## config.mk

```make
export PLATFORM = sky130hd
export DESIGN_NAME = dmem_port_arbiter
export DESIGN_NICKNAME = d
export VERILOG_FILES = /design/src/rtl/riscvibe_pkg.sv /design/src/rtl/dmem_port_arbiter.sv
export SDC_FILE = /design/constraint.sdc
export NUM_CORES = 1
export LEC_CHECK = 0
export ABC_AREA = 0
export BUFFER_PORTS_ARGS = -buffer_cell sky130_fd_sc_hd__buf_2
export CAP_MARGIN = 20
export CORE_AREA = 3 3 118 120
export DETAILED_ROUTE_END_ITERATION = 10
export DIE_AREA = 0 0 121 123
export SYNTH_ARGS = -nofsm -noshare
export SYNTH_HDL_FRONTEND = slang
export SYNTH_SLANG_ARGS = --single-unit
```

## constraint.sdc

```tcl
create_clock -name clk -period 1.6 [get_ports clk]
set_input_delay 0.16 -clock clk [delete_from_list [all_inputs] [get_ports clk]]
set_output_delay 0.16 -clock clk [all_outputs]
set_load 0.03 [all_outputs]
```

## src/rtl/riscvibe_pkg.sv

```systemverilog
// Shared RISC-V core definitions: funct3 memory width codes and the
// data-memory port arbiter owner/lock-state enums.
package riscvibe_pkg;

    localparam logic [2:0] F3_LB  = 3'b000;
    localparam logic [2:0] F3_LH  = 3'b001;
    localparam logic [2:0] F3_LW  = 3'b010;
    localparam logic [2:0] F3_LBU = 3'b100;
    localparam logic [2:0] F3_LHU = 3'b101;
    localparam logic [2:0] F3_SB  = 3'b000;
    localparam logic [2:0] F3_SH  = 3'b001;
    localparam logic [2:0] F3_SW  = 3'b010;

    typedef enum logic [1:0] {OWN_NONE, OWN_CORE, OWN_DBG} arb_owner_t;

    typedef enum logic {ARB_UNLOCKED, ARB_LOCKED} arb_lock_state_t;

endpackage

```

## src/rtl/dmem_port_arbiter.sv

```systemverilog
// Shares the single data-memory port between the core load/store path and the
// debug/loader port: fixed CORE priority, DBG starvation guard and DBG burst lock.
module dmem_port_arbiter
    import riscvibe_pkg::*;
#(
    parameter int unsigned MAX_WAIT = 16,
    parameter int unsigned ADDR_W   = 32
) (
    input  logic              clk,
    input  logic              rst_n,

    input  logic              core_req_valid,
    output logic              core_req_ready,
    input  logic [ADDR_W-1:0] core_req_addr,
    input  logic [31:0]       core_req_wdata,
    input  logic              core_req_we,
    input  logic [2:0]        core_req_width,
    output logic              core_rsp_valid,
    output logic [31:0]       core_rsp_rdata,

    input  logic              dbg_req_valid,
    output logic              dbg_req_ready,
    input  logic [ADDR_W-1:0] dbg_req_addr,
    input  logic [31:0]       dbg_req_wdata,
    input  logic              dbg_req_we,
    input  logic [2:0]        dbg_req_width,
    input  logic              dbg_req_lock,
    output logic              dbg_rsp_valid,
    output logic [31:0]       dbg_rsp_rdata,

    output logic [ADDR_W-1:0] mem_addr,
    output logic [31:0]       mem_wdata,
    output logic              mem_read,
    output logic              mem_write,
    output logic [2:0]        mem_width,
    input  logic [31:0]       mem_rdata,

    output logic              dbg_locked
);

    localparam int unsigned    CNT_W      = (MAX_WAIT > 0) ? $clog2(MAX_WAIT + 1) : 1;
    localparam bit             GUARD_EN   = (MAX_WAIT != 0);
    localparam logic [CNT_W-1:0] WAIT_LIMIT = CNT_W'(MAX_WAIT);
    localparam logic [CNT_W-1:0] CNT_MAX    = '1;

    arb_lock_state_t  lock_state_q;
    arb_owner_t       rsp_owner_q;
    logic [CNT_W-1:0] wait_cnt_q;

    logic active_lock;
    logic starve;
    logic grant_core;
    logic grant_dbg;

    // A LOCKED state with DBG no longer valid is an abort: treat the port as
    // unlocked already this cycle so CORE can be granted immediately.
    always_comb begin
        active_lock    = (lock_state_q == ARB_LOCKED) && dbg_req_valid;
        starve         = GUARD_EN && (wait_cnt_q >= WAIT_LIMIT);
        core_req_ready = rst_n && !active_lock && !(starve && dbg_req_valid);
        dbg_req_ready  = rst_n && (active_lock || starve || !core_req_valid);
        grant_core     = core_req_valid && core_req_ready;
        grant_dbg      = dbg_req_valid && dbg_req_ready;
    end

    always_comb begin
        mem_addr  = '0;
        mem_wdata = '0;
        mem_width = '0;
        mem_read  = 1'b0;
        mem_write = 1'b0;
        if (grant_core) begin
            mem_addr  = core_req_addr;
            mem_wdata = core_req_wdata;
            mem_width = core_req_width;
            mem_read  = !core_req_we;
            mem_write = core_req_we;
        end else if (grant_dbg) begin
            mem_addr  = dbg_req_addr;
            mem_wdata = dbg_req_wdata;
            mem_width = dbg_req_width;
            mem_read  = !dbg_req_we;
            mem_write = dbg_req_we;
        end
    end

    always_ff @(posedge clk) begin
        if (!rst_n) begin
            lock_state_q <= ARB_UNLOCKED;
            wait_cnt_q   <= '0;
            rsp_owner_q  <= OWN_NONE;
        end else begin
            case (lock_state_q)
                ARB_UNLOCKED: if (grant_dbg && dbg_req_lock) lock_state_q <= ARB_LOCKED;
                ARB_LOCKED:   if (!dbg_req_valid || (grant_dbg && !dbg_req_lock))
                                  lock_state_q <= ARB_UNLOCKED;
                default:      lock_state_q <= ARB_UNLOCKED;
            endcase

            if (!dbg_req_valid || grant_dbg)
                wait_cnt_q <= '0;
            else if (wait_cnt_q != CNT_MAX)
                wait_cnt_q <= wait_cnt_q + 1'b1;

            if (grant_core && !core_req_we)
                rsp_owner_q <= OWN_CORE;
            else if (grant_dbg && !dbg_req_we)
                rsp_owner_q <= OWN_DBG;
            else
                rsp_owner_q <= OWN_NONE;
        end
    end

    always_comb begin
        core_rsp_valid = rst_n && (rsp_owner_q == OWN_CORE);
        dbg_rsp_valid  = rst_n && (rsp_owner_q == OWN_DBG);
        core_rsp_rdata = core_rsp_valid ? mem_rdata : 32'h0;
        dbg_rsp_rdata  = dbg_rsp_valid ? mem_rdata : 32'h0;
        dbg_locked     = rst_n && (lock_state_q == ARB_LOCKED);
    end

endmodule
```

==> results_dict.tcl, run 1 <==
set metrics [dict create \
    globalRouteOverflowTotal 0 \
    via_count 2788 \
    critical_path_buf_inv_count 3 \
    grt_usage_pct 11.1 \
    placed_cells 669 \
    cts_tree "built" \
    status "finished, violations left" \
    drt.antenna.violating_nets 0 \
    worst_hold_startpoint "dbg_req_lock" \
    place_ws_ns 0.0486 \
    synth.distinct_cells 25 \
    setup.worst_path.end_class "output port" \
    detail_route.wl_per_cell_um 15.4 \
    seq_area_frac_synth_pct 10.6 \
    insertion_delay_ns 0.23 \
    viasPerCell 4.10 \
    hpwlAfterDp_mm 8.19 \
    worst_pin_slew_ns 0.308 \
    slew_viol_final 0 \
    avgSynthCellArea_um2 7.67 \
    ioPinCount 311 \
    timing.final.ws_setup_ns -0.128 \
    grt_start_max_net_pins 39 \
    fin_crit_sh_pct 108 \
    clock_sinks 8 \
    cts_buffer_depth 2 \
    wl_mm 10.5 \
    drive_above_1_share_pct 67.1 \
    start_util_pct 11.5 \
    path_delay_family "buffers and inverters" \
    syn_inst 196 \
    slew_headroom_pct 79.4 \
    hp-class "primary input to register" \
    finalCriticalPeriod_ns 1.73 \
    grt_pass1_vias 2525 \
    worstRegToRegCells 6 \
    fmax_mhz 579 \
    min_to "lock_state_q" \
    skew_ns 0.00175 \
    num-fill-cells 1404 \
    crit_required_ns 1.44 \
    gp_congestion 0.764 \
    p_per_area_mw_per_mm2 436 \
    numPortBuffers 310 \
    critPathMaxFanout 5 \
    antenna_found_initial 1 \
    htreeDepth 1 \
    drc_errors 0 \
    synth-seq-cells 8 \
    synth_area_mm2 0.00150 \
    ys_warn_count 0 \
    num_rows 42 \
    slowest_delay_ns 0.37 \
    startpoint_type "register" \
    hold_violations 0 \
    dieArea_mm2 0.0149 \
    timing.rr.end "wait_cnt_q[3]" \
    grt_pass1_wl_mm 13.0 \
    ir_drop_v 0.000248 \
    r2r-start "wait_cnt_q[0]" \
    cts_root_buffer "clkbuf_16" \
    final_nets 681 \
    antenna_cells 0 \
    synth_nets 371 \
    die_h_um 123 \
    setup_viol 68 \
    rrSetupSlack_ns 0.14 \
    path_class "register to output port" \
    stdcell_count 680 \
    arrival_ns 1.57 \
    hold_depth 2 \
    dr.pass1.iters 4 \
    p_leak_nw 2.22 \
    core-area_mm2 0.0131 \
    violations "setup timing" \
    clk_pin_slew_worst_paths_ns 0.04 \
    max_cap_viol_count 0 \
    area_growth_pct 155 \
    rsz0062_at_grt "yes" \
    drt_iter0_drc 68 \
    numCtsBuffers 3 \
    cp_slowest_cell "dfxtp_4" \
    cp_cell_sequence "o21ai_2 -> and3_4 -> buf_12 -> clkbuf_16 -> a22o_1 -> buf_4" \
    fp.dieW_um 121 \
]
==> metal layers <==
layer / vias to the layer above / share of wire [%] / track usage, %
met3: 6 / 12 / 3.43
met1: 1246 / 35 / 12.4
met2: 194 / 52 / 20.4
met4: 2 / 0.54 / 2.69
li1: 1340 / - / -
met5: - / 0.12 / 0
==> power by group <==
group          switching, mW  total [mW]  internal (mW)
logic                  0.557        1.04          0.483
clock network          0.104       0.427          0.323
registers            0.00343       0.205          0.202
total                  0.664        1.67           1.01
==> flip-flops by register name, indices dropped and copies added (netlist names) <==
signal	flops
wait_cnt_q	5
rsp_owner_q	2
lock_state_q	1
==> cells in the mapped netlist <==
cell type / instances / area [µm²]
a31oi_1: 1 / 6.26
buf_2: 10 / 50.1
nor3_1: 1 / 5.00
xnor2_1: 1 / 8.76
clkbuf_2: 1 / 5.00
nor2_1: 8 / 30.0
nand4b_1: 1 / 8.76
inv_1: 1 / 3.75
mux2i_1: 2 / 20.0
nor3b_2: 2 / 25.0
o21ai_1: 1 / 5.00
a22o_1: 68 / 596
nor2b_1: 1 / 6.26
buf_4: 2 / 15.0
buf_6: 3 / 33.8
o21bai_1: 1 / 7.51
ha_1: 2 / 25.0
and3_1: 2 / 12.5
dfxtp_1: 8 / 160
clkbuf_1: 5 / 18.8
nand2_1: 3 / 11.3
and2_1: 67 / 419
inv_2: 1 / 3.75
nand3_1: 2 / 10.0
xor2_1: 2 / 17.5
==> worst reg2reg max path: stages (launching register included) <==
cell	delay [ns]
dfxtp_1	0.32
ha_1	0.20
and3_1	0.18
ha_1	0.23
nand4b_1	0.20
xor2_1	0.16
nor2_1	0.05
==> logic make-up after synthesis <==
group / share of synthesized area (%)
buffers and inverters: 8.65
DFF: 10.6
xor gates and xnor gates: 1.75
AOI/OAI and AO/OA: 40.8
adders and majority gates: 1.66
muxes: 1.33
and+or+nand+nor: 35.1
==> what timing repair did <==
action                     in CTS  in global routing
setup buffers                   1                  1
cloned                          1                  5
hold buffers                    0                  0
setup endpoints to repair      69                 69
pin swaps                       1                 14
gates resized for setup        26                 96
==> worst max-delay path by stage <==
stage                              start                 end  slack, ns  cells past startpoint
after floorplan           rsp_owner_q[0]  core_rsp_rdata[22]       0.07                      4
after global placement     wait_cnt_q[4]        mem_width[2]       0.07                      5
after detailed placement   wait_cnt_q[4]        mem_width[2]       0.05                      5
after CTS                  wait_cnt_q[4]        mem_addr[30]      -0.14                      5
after global routing       wait_cnt_q[4]       mem_wdata[15]      -0.19                      5
final                      wait_cnt_q[4]         mem_addr[8]      -0.13                      6
==> cell type report <==
cell class	count	area, µm²	area share (%)
timing repair buffer	326	2130	55.4
inverter	2	7.51	0.196
tap	176	220	5.74
clock buffer	3	75.1	1.96
multi-input combinational	165	1240	32.3
sequential	8	168	4.37
==> metrics by stage <==
step / util, % / power (mW) / setup TNS (ns) / hold WS [ns] / cell area [µm²]
2_1_floorplan: - / 0.695 / 0 / 0.232 / 1500
3_3_place_gp: 25.2 / 1.09 / 0 / 0.366 / 3300
3_5_place_dp: 25.2 / 1.09 / 0 / 0.377 / 3300
4_1_cts: 26.6 / 1.57 / -8.21 / 0.137 / 3480
5_1_grt: 29.3 / 1.76 / -11.22 / 0.157 / 3840
6_report: 29.3 / 1.67 / -6.49 / 0.133 / 3840
==> cell usage in the layout, fill, tap and decap left out <==
master,synthesis,routed
ha_1,2,2
buf_12,0,7
nor3_1,1,1
a22o_1,68,68
nor3b_4,0,1
nor2_1,8,7
xor2_1,2,2
buf_6,3,44
and3_4,0,1
clkbuf_16,0,7
nor2b_1,1,1
mux2i_1,2,2
o21bai_2,0,1
buf_4,2,5
buf_16,0,1
buf_2,10,265
nor2_4,0,1
nand2_1,3,3
a31oi_1,1,1
dfxtp_4,0,2
nor3b_2,2,1
and2_1,67,67
nand4b_1,1,1
inv_1,1,1
o21ai_2,0,1
nand3_1,2,2
xnor2_1,1,1
inv_2,1,1
and3_1,2,1
dfxtp_1,8,6
(Power assumes the default switching activity.)
==> run 2: changes to the inputs <==
==> constraint.sdc (replaced) <==
create_clock -name clk -period 1.6 [get_ports clk]
set_input_delay 0.08 -clock clk [delete_from_list [all_inputs] [get_ports clk]]
set_output_delay 0.08 -clock clk [all_outputs]
set_load 0.03 [all_outputs]
==> results_dict.tcl, run 2 (synthesis results as in run 1) <==
set metrics [dict create \
    gp_congestion 0.762 \
    fp.dieW_um 121 \
    via_count 2794 \
    startpoint_type "register" \
    setup.worst_path.end_class "output port" \
    p_per_area_mw_per_mm2 434 \
    final_cell_mix "242 x buf_2, 67 x a22o_1, 67 x and2_1" \
    min_to "rsp_owner_q[0]" \
    wl_mm 10.1 \
    drive_above_1_share_pct 67.1 \
    slowest_delay_ns 0.35 \
    core-area_mm2 0.0131 \
    rsz0062_at_grt "yes" \
    top_regs "wait_cnt_q x5, rsp_owner_q x2, lock_state_q x1" \
    cts_root_buffer "clkbuf_16" \
    worst_hold_startpoint "core_req_we" \
    p_leak_nw 2.23 \
    grt_pass1_vias 2638 \
    slew_viol_final 0 \
    final_nets 681 \
    worst_pin_slew_ns 0.259 \
    clock_sinks 8 \
    top_register "wait_cnt_q" \
    fmax_mhz 611 \
    hold_depth 2 \
    r2r-start "wait_cnt_q[0]" \
    final.setup.tns_ns -0.331 \
    grt_pass1_wl_mm 13.5 \
    fin_area_mm2 0.00389 \
    cts_tree "built" \
    dieArea_mm2 0.0149 \
    num_rows 42 \
    critPathMaxFanout 5 \
    cp_slowest_cell "dfxtp_4" \
    finalCriticalPeriod_ns 1.64 \
    hpwlAfterDp_mm 8.18 \
    hold_violations 0 \
    num-fill-cells 1416 \
    skew_ns 0.000863 \
    largest_register_ff_count 5 \
    placed_cell_area_mm2 0.00326 \
    ir_drop_v 0.000240 \
    crit_required_ns 1.52 \
    max_cap_viol_count 0 \
    grt_usage_pct 11.4 \
    violations "setup timing" \
    critical_path_buf_inv_count 3 \
    die_h_um 123 \
    cp_cell_sequence "o21ai_2 -> and3_4 -> buf_12 -> buf_16 -> a22o_1 -> buf_6" \
    timing.rr.end "wait_cnt_q[3]" \
    ioPinCount 311 \
    antenna_found_initial 2 \
    numPortBuffers 310 \
    cts_buffer_depth 2 \
    area_growth_pct 159 \
    start_util_pct 11.5 \
    insertion_delay_ns 0.23 \
    clk_pin_slew_worst_paths_ns 0.04 \
    status "finished, violations left" \
    path_class "register to output port" \
    dr.pass1.iters 4 \
    arrival_ns 1.56 \
    numCtsBuffers 3 \
    regArea_um2 168 \
    setup_viol 20 \
    drc_errors 0 \
    detail_route.wl_per_cell_um 14.8 \
    hp-class "primary input to register" \
    worstRegToRegCells 6 \
    multi_input_area_mm2 0.00124 \
    rrSetupSlack_ns 0.13 \
    drt_iter0_drc 88 \
    path_delay_family "buffers and inverters" \
    fin_crit_sh_pct 102 \
    timing.final.ws_setup_ns -0.0368 \
    htreeDepth 1 \
    layout_commonest_cell "buf_2" \
    place_ws_ns 0.116 \
    slew_headroom_pct 82.8 \
    grt_start_max_net_pins 42 \
    globalRouteOverflowTotal 0 \
    viasPerCell 4.10 \
    drt.antenna.violating_nets 0 \
]
[run 2: changes by cell type in the layout (fill, tap and decap cells not counted)]
cell	delta
buf_2	-23
buf_12	-3
buf_6	+8
a22o_4	+1
diode_2	+2
buf_8	+1
buf_16	+2
buf_4	+18
o21bai_2	-1
o21bai_1	+1
clkbuf_16	-3
a22o_1	-1
[run 2: report_power, final]
group | leakage, nW | switching, mW | total, mW | internal, mW
sequential | 0.0665 | 0.00357 | 0.205 | 0.202
clock | 0.0370 | 0.0994 | 0.422 | 0.322
combinational | 2.12 | 0.556 | 1.06 | 0.507
[run 2: per-stage QoR]
step | hold WS [ns] | total power [mW] | util [%] | cells
finish | 0.0357 | 1.69 | 29.7 | 682
global route | 0.0596 | 1.77 | 29.7 | 680
CTS | 0.0327 | 1.65 | 28.3 | 678
detailed placement | 0.282 | 1.09 | 24.9 | 669
global placement | 0.284 | 1.09 | 24.9 | 669
floorplan | 0.152 | 0.695 | - | 196
[run 2: cell type report]
type	instances	area share, %
Sequential cell	8	4.31
Tap cell	176	5.66
Multi-Input combinational cell	165	32.0
Antenna cell	2	0.129
Timing Repair Buffer	326	55.8
Inverter	2	0.193
Clock buffer	3	1.93
[run 2: how the worst max path moves through the flow]
| stage | startpoint | depth (start not counted) | to | slack (ns) |
|---|---|---|---|---|
| 5_1_grt | lock_state_q | 6 | mem_addr[11] | -0.09 |
| 3_5_place_dp | wait_cnt_q[4] | 5 | mem_wdata[31] | 0.12 |
| 3_3_place_gp | wait_cnt_q[4] | 5 | mem_wdata[31] | 0.14 |
| 6_report | lock_state_q | 6 | mem_addr[22] | -0.04 |
| 2_1_floorplan | rsp_owner_q[0] | 4 | core_rsp_rdata[22] | 0.15 |
| 4_1_cts | wait_cnt_q[4] | 6 | mem_addr[21] | -0.05 |
[run 2: metal layers]
layer | track usage [%] | vias to the layer above | wire length, µm
li1 | - | 1341 | -
met1 | 12.4 | 1249 | 3560
met2 | 21.5 | 191 | 5400
met3 | 3.39 | 9 | 1070
met4 | 3.05 | 4 | 73
met5 | 0 | - | 27
[run 2: timing repair]
item,4_1_cts,5_1_grt
hold buffers,0,0
cloned,3,1
resized for setup,90,59
setup buffers,3,1
pin swaps,11,15
setup endpoints to repair,69,68
==> run 3: changes to the inputs <==
Settings changed: CORE_AREA 3 3 118 120 to 3 3 120 122, DIE_AREA 0 0 121 123 to 0 0 123 125.
Clock period 1.6 ns to 1.3 ns, I/O delays scaled along.
==> results_dict.tcl, run 3 (synthesis results as in run 1) <==
set metrics [dict create \
    slowest_delay_ns 0.35 \
    violations "setup timing" \
    hp-class "primary input to register" \
    num-fill-cells 1398 \
    slew_viol_final 0 \
    power.switching_mw 0.853 \
    top_register "wait_cnt_q" \
    clk_pin_slew_worst_paths_ns 0.04 \
    seq_power_share_pct 11.7 \
    crit_start "lock_state_q" \
    viasPerCell 4.13 \
    regArea_um2 170 \
    num_rows 42 \
    numPortBuffers 310 \
    hold_buffers 0 \
    setup.worst_path.end_class "output port" \
    pwr-share-clk_pct 23.4 \
    p_leak_nw 2.45 \
    fmax_mhz 616 \
    skew_ns 0.00105 \
    combPwrFrac_pct 64.9 \
    cts_tree "built" \
    wl_mm 11.5 \
    grt_usage_pct 11.6 \
    cts_buffer_depth 2 \
    drc_errors 0 \
    whs_ns 0.0203 \
    slew_headroom_pct 82.7 \
    drt.antenna.violating_nets 0 \
    dr.pass1.iters 4 \
    internal_power_mw 1.34 \
    netSwitchingFraction_pct 39.0 \
    top_regs "wait_cnt_q x5, rsp_owner_q x2, lock_state_q x1" \
    cts_root_buffer "clkbuf_16" \
    place_ws_ns -0.127 \
    cp_cell_sequence "nor3b_4 -> nor2_4 -> clkbuf_16 -> a22o_4 -> buf_2" \
    grt_pass1_wl_mm 14.4 \
    hold_violations 0 \
    critPathMaxFanout 24 \
    insertion_delay_ns 0.23 \
    clock_sinks 8 \
    p_per_area_mw_per_mm2 474 \
    area_growth_pct 207 \
    final_cell_mix "186 x buf_2, 94 x buf_6, 41 x a22o_2" \
    die_h_um 125 \
    multi_input_area_mm2 0.00159 \
    setup_viol 135 \
    htreeDepth 1 \
    antenna_found_initial 0 \
    fp.dieW_um 123 \
    startpoint_type "register" \
    layout_commonest_cell "buf_2" \
    start_util_pct 11.3 \
    globalRouteOverflowTotal 0 \
    timing.final.ws_setup_ns -0.325 \
    worst_hold_startpoint "dbg_req_we" \
    finalCriticalPeriod_ns 1.62 \
    power_mw 2.19 \
    rsz0062_at_grt "yes" \
    utilization_pct 34.7 \
    via_count 2838 \
    r2r-start "wait_cnt_q[0]" \
    arrival_ns 1.56 \
    worst_pin_slew_ns 0.259 \
    path_class "register to output port" \
    fin_crit_sh_pct 125 \
    numCtsBuffers 3 \
    antenna_cells 0 \
    cp_slowest_cell "dfxtp_4" \
    core-area_mm2 0.0133 \
    grt_start_max_net_pins 50 \
    status "finished, violations left" \
    drive_above_1_share_pct 87.5 \
    drt_iter0_drc 107 \
    gp_congestion 0.859 \
    dieArea_mm2 0.0154 \
    max_cap_viol_count 0 \
    ir_drop_v 0.000373 \
    ioPinCount 311 \
    grt_pass1_vias 2689 \
    crit_required_ns 1.24 \
    detail_route.wl_per_cell_um 16.7 \
    largest_register_ff_count 5 \
    hpwlAfterDp_mm 8.32 \
    final_nets 689 \
]
run 3: changes by cell type in the layout (fill, tap and decap cells not counted), sizes merged:
cell    previous run  this run
buf              325       324
clkbuf             4        13
diode              2         0
run 3: timing repair:
| item | 4_1_cts | 5_1_grt |
|---|---|---|
| pin swaps | 3 | 35 |
| resized for setup | 153 | 131 |
| setup buffers | 0 | 2 |
| hold endpoints to repair | 0 | 0 |
| gates cloned | 1 | 5 |
| endpoints found under the setup margin | 138 | 138 |
run 3: worst max-delay path: cells and delay by family (launching register included):
family                 cells  cell delay [ns]
AOI/OAI and AO/OA          1             0.22
buffers and inverters      2             0.39
and+or+nand+nor            2             0.37
DFF                        1             0.35
run 3: metrics by stage:
stage / TNS [ns] / area [µm²] / cells
after CTS: -21.40 / 4100 / 682
after floorplan: -0.207 / 1720 / 196
after detailed placement: -6.00 / 3550 / 678
after global routing: -31.66 / 4620 / 688
final: -22.65 / 4620 / 688
after global placement: -5.00 / 3550 / 678
run 3: cell type report:
| class | count | share of cell area, % |
|---|---|---|
| tap | 176 | 4.77 |
| timing repair buffer | 334 | 55.4 |
| sequential | 8 | 3.69 |
| inverter | 2 | 0.163 |
| multi-input combinational | 165 | 34.4 |
| clock buffer | 3 | 1.63 |
run 3: path summary, 6_finish.rpt:
path	end	slack, ns	cells after the start
max reg2reg	wait_cnt_q[3]	-0.05	6
min reg2reg	wait_cnt_q[3]	0.53	2
max	mem_addr[1]	-0.32	5
min	rsp_owner_q[1]	0.02	2
run 3: power by group through the flow:
| stage | Combinational, mW | Clock, mW | Sequential [mW] |
|---|---|---|---|
| 6_report | 1.42 | 0.512 | 0.256 |
| 5_1_grt | 1.49 | 0.540 | 0.256 |
| 4_1_cts | 1.28 | 0.523 | 0.257 |
| 3_5_place_dp | 1.17 | 0 | 0.259 |
| 3_3_place_gp | 1.17 | 0 | 0.258 |
| 2_1_floorplan | 0.666 | 0 | 0.259 |
run 3: layer usage:
layer | global-route usage (%) | routed length, µm | vias up
met2 | 22.5 | 6270 | 195
met3 | 1.94 | 1050 | 6
met1 | 12.8 | 3980 | 1281
li1 | - | - | 1356
met4 | 2.61 | 159 | 0
met5 | 0 | 0 | -
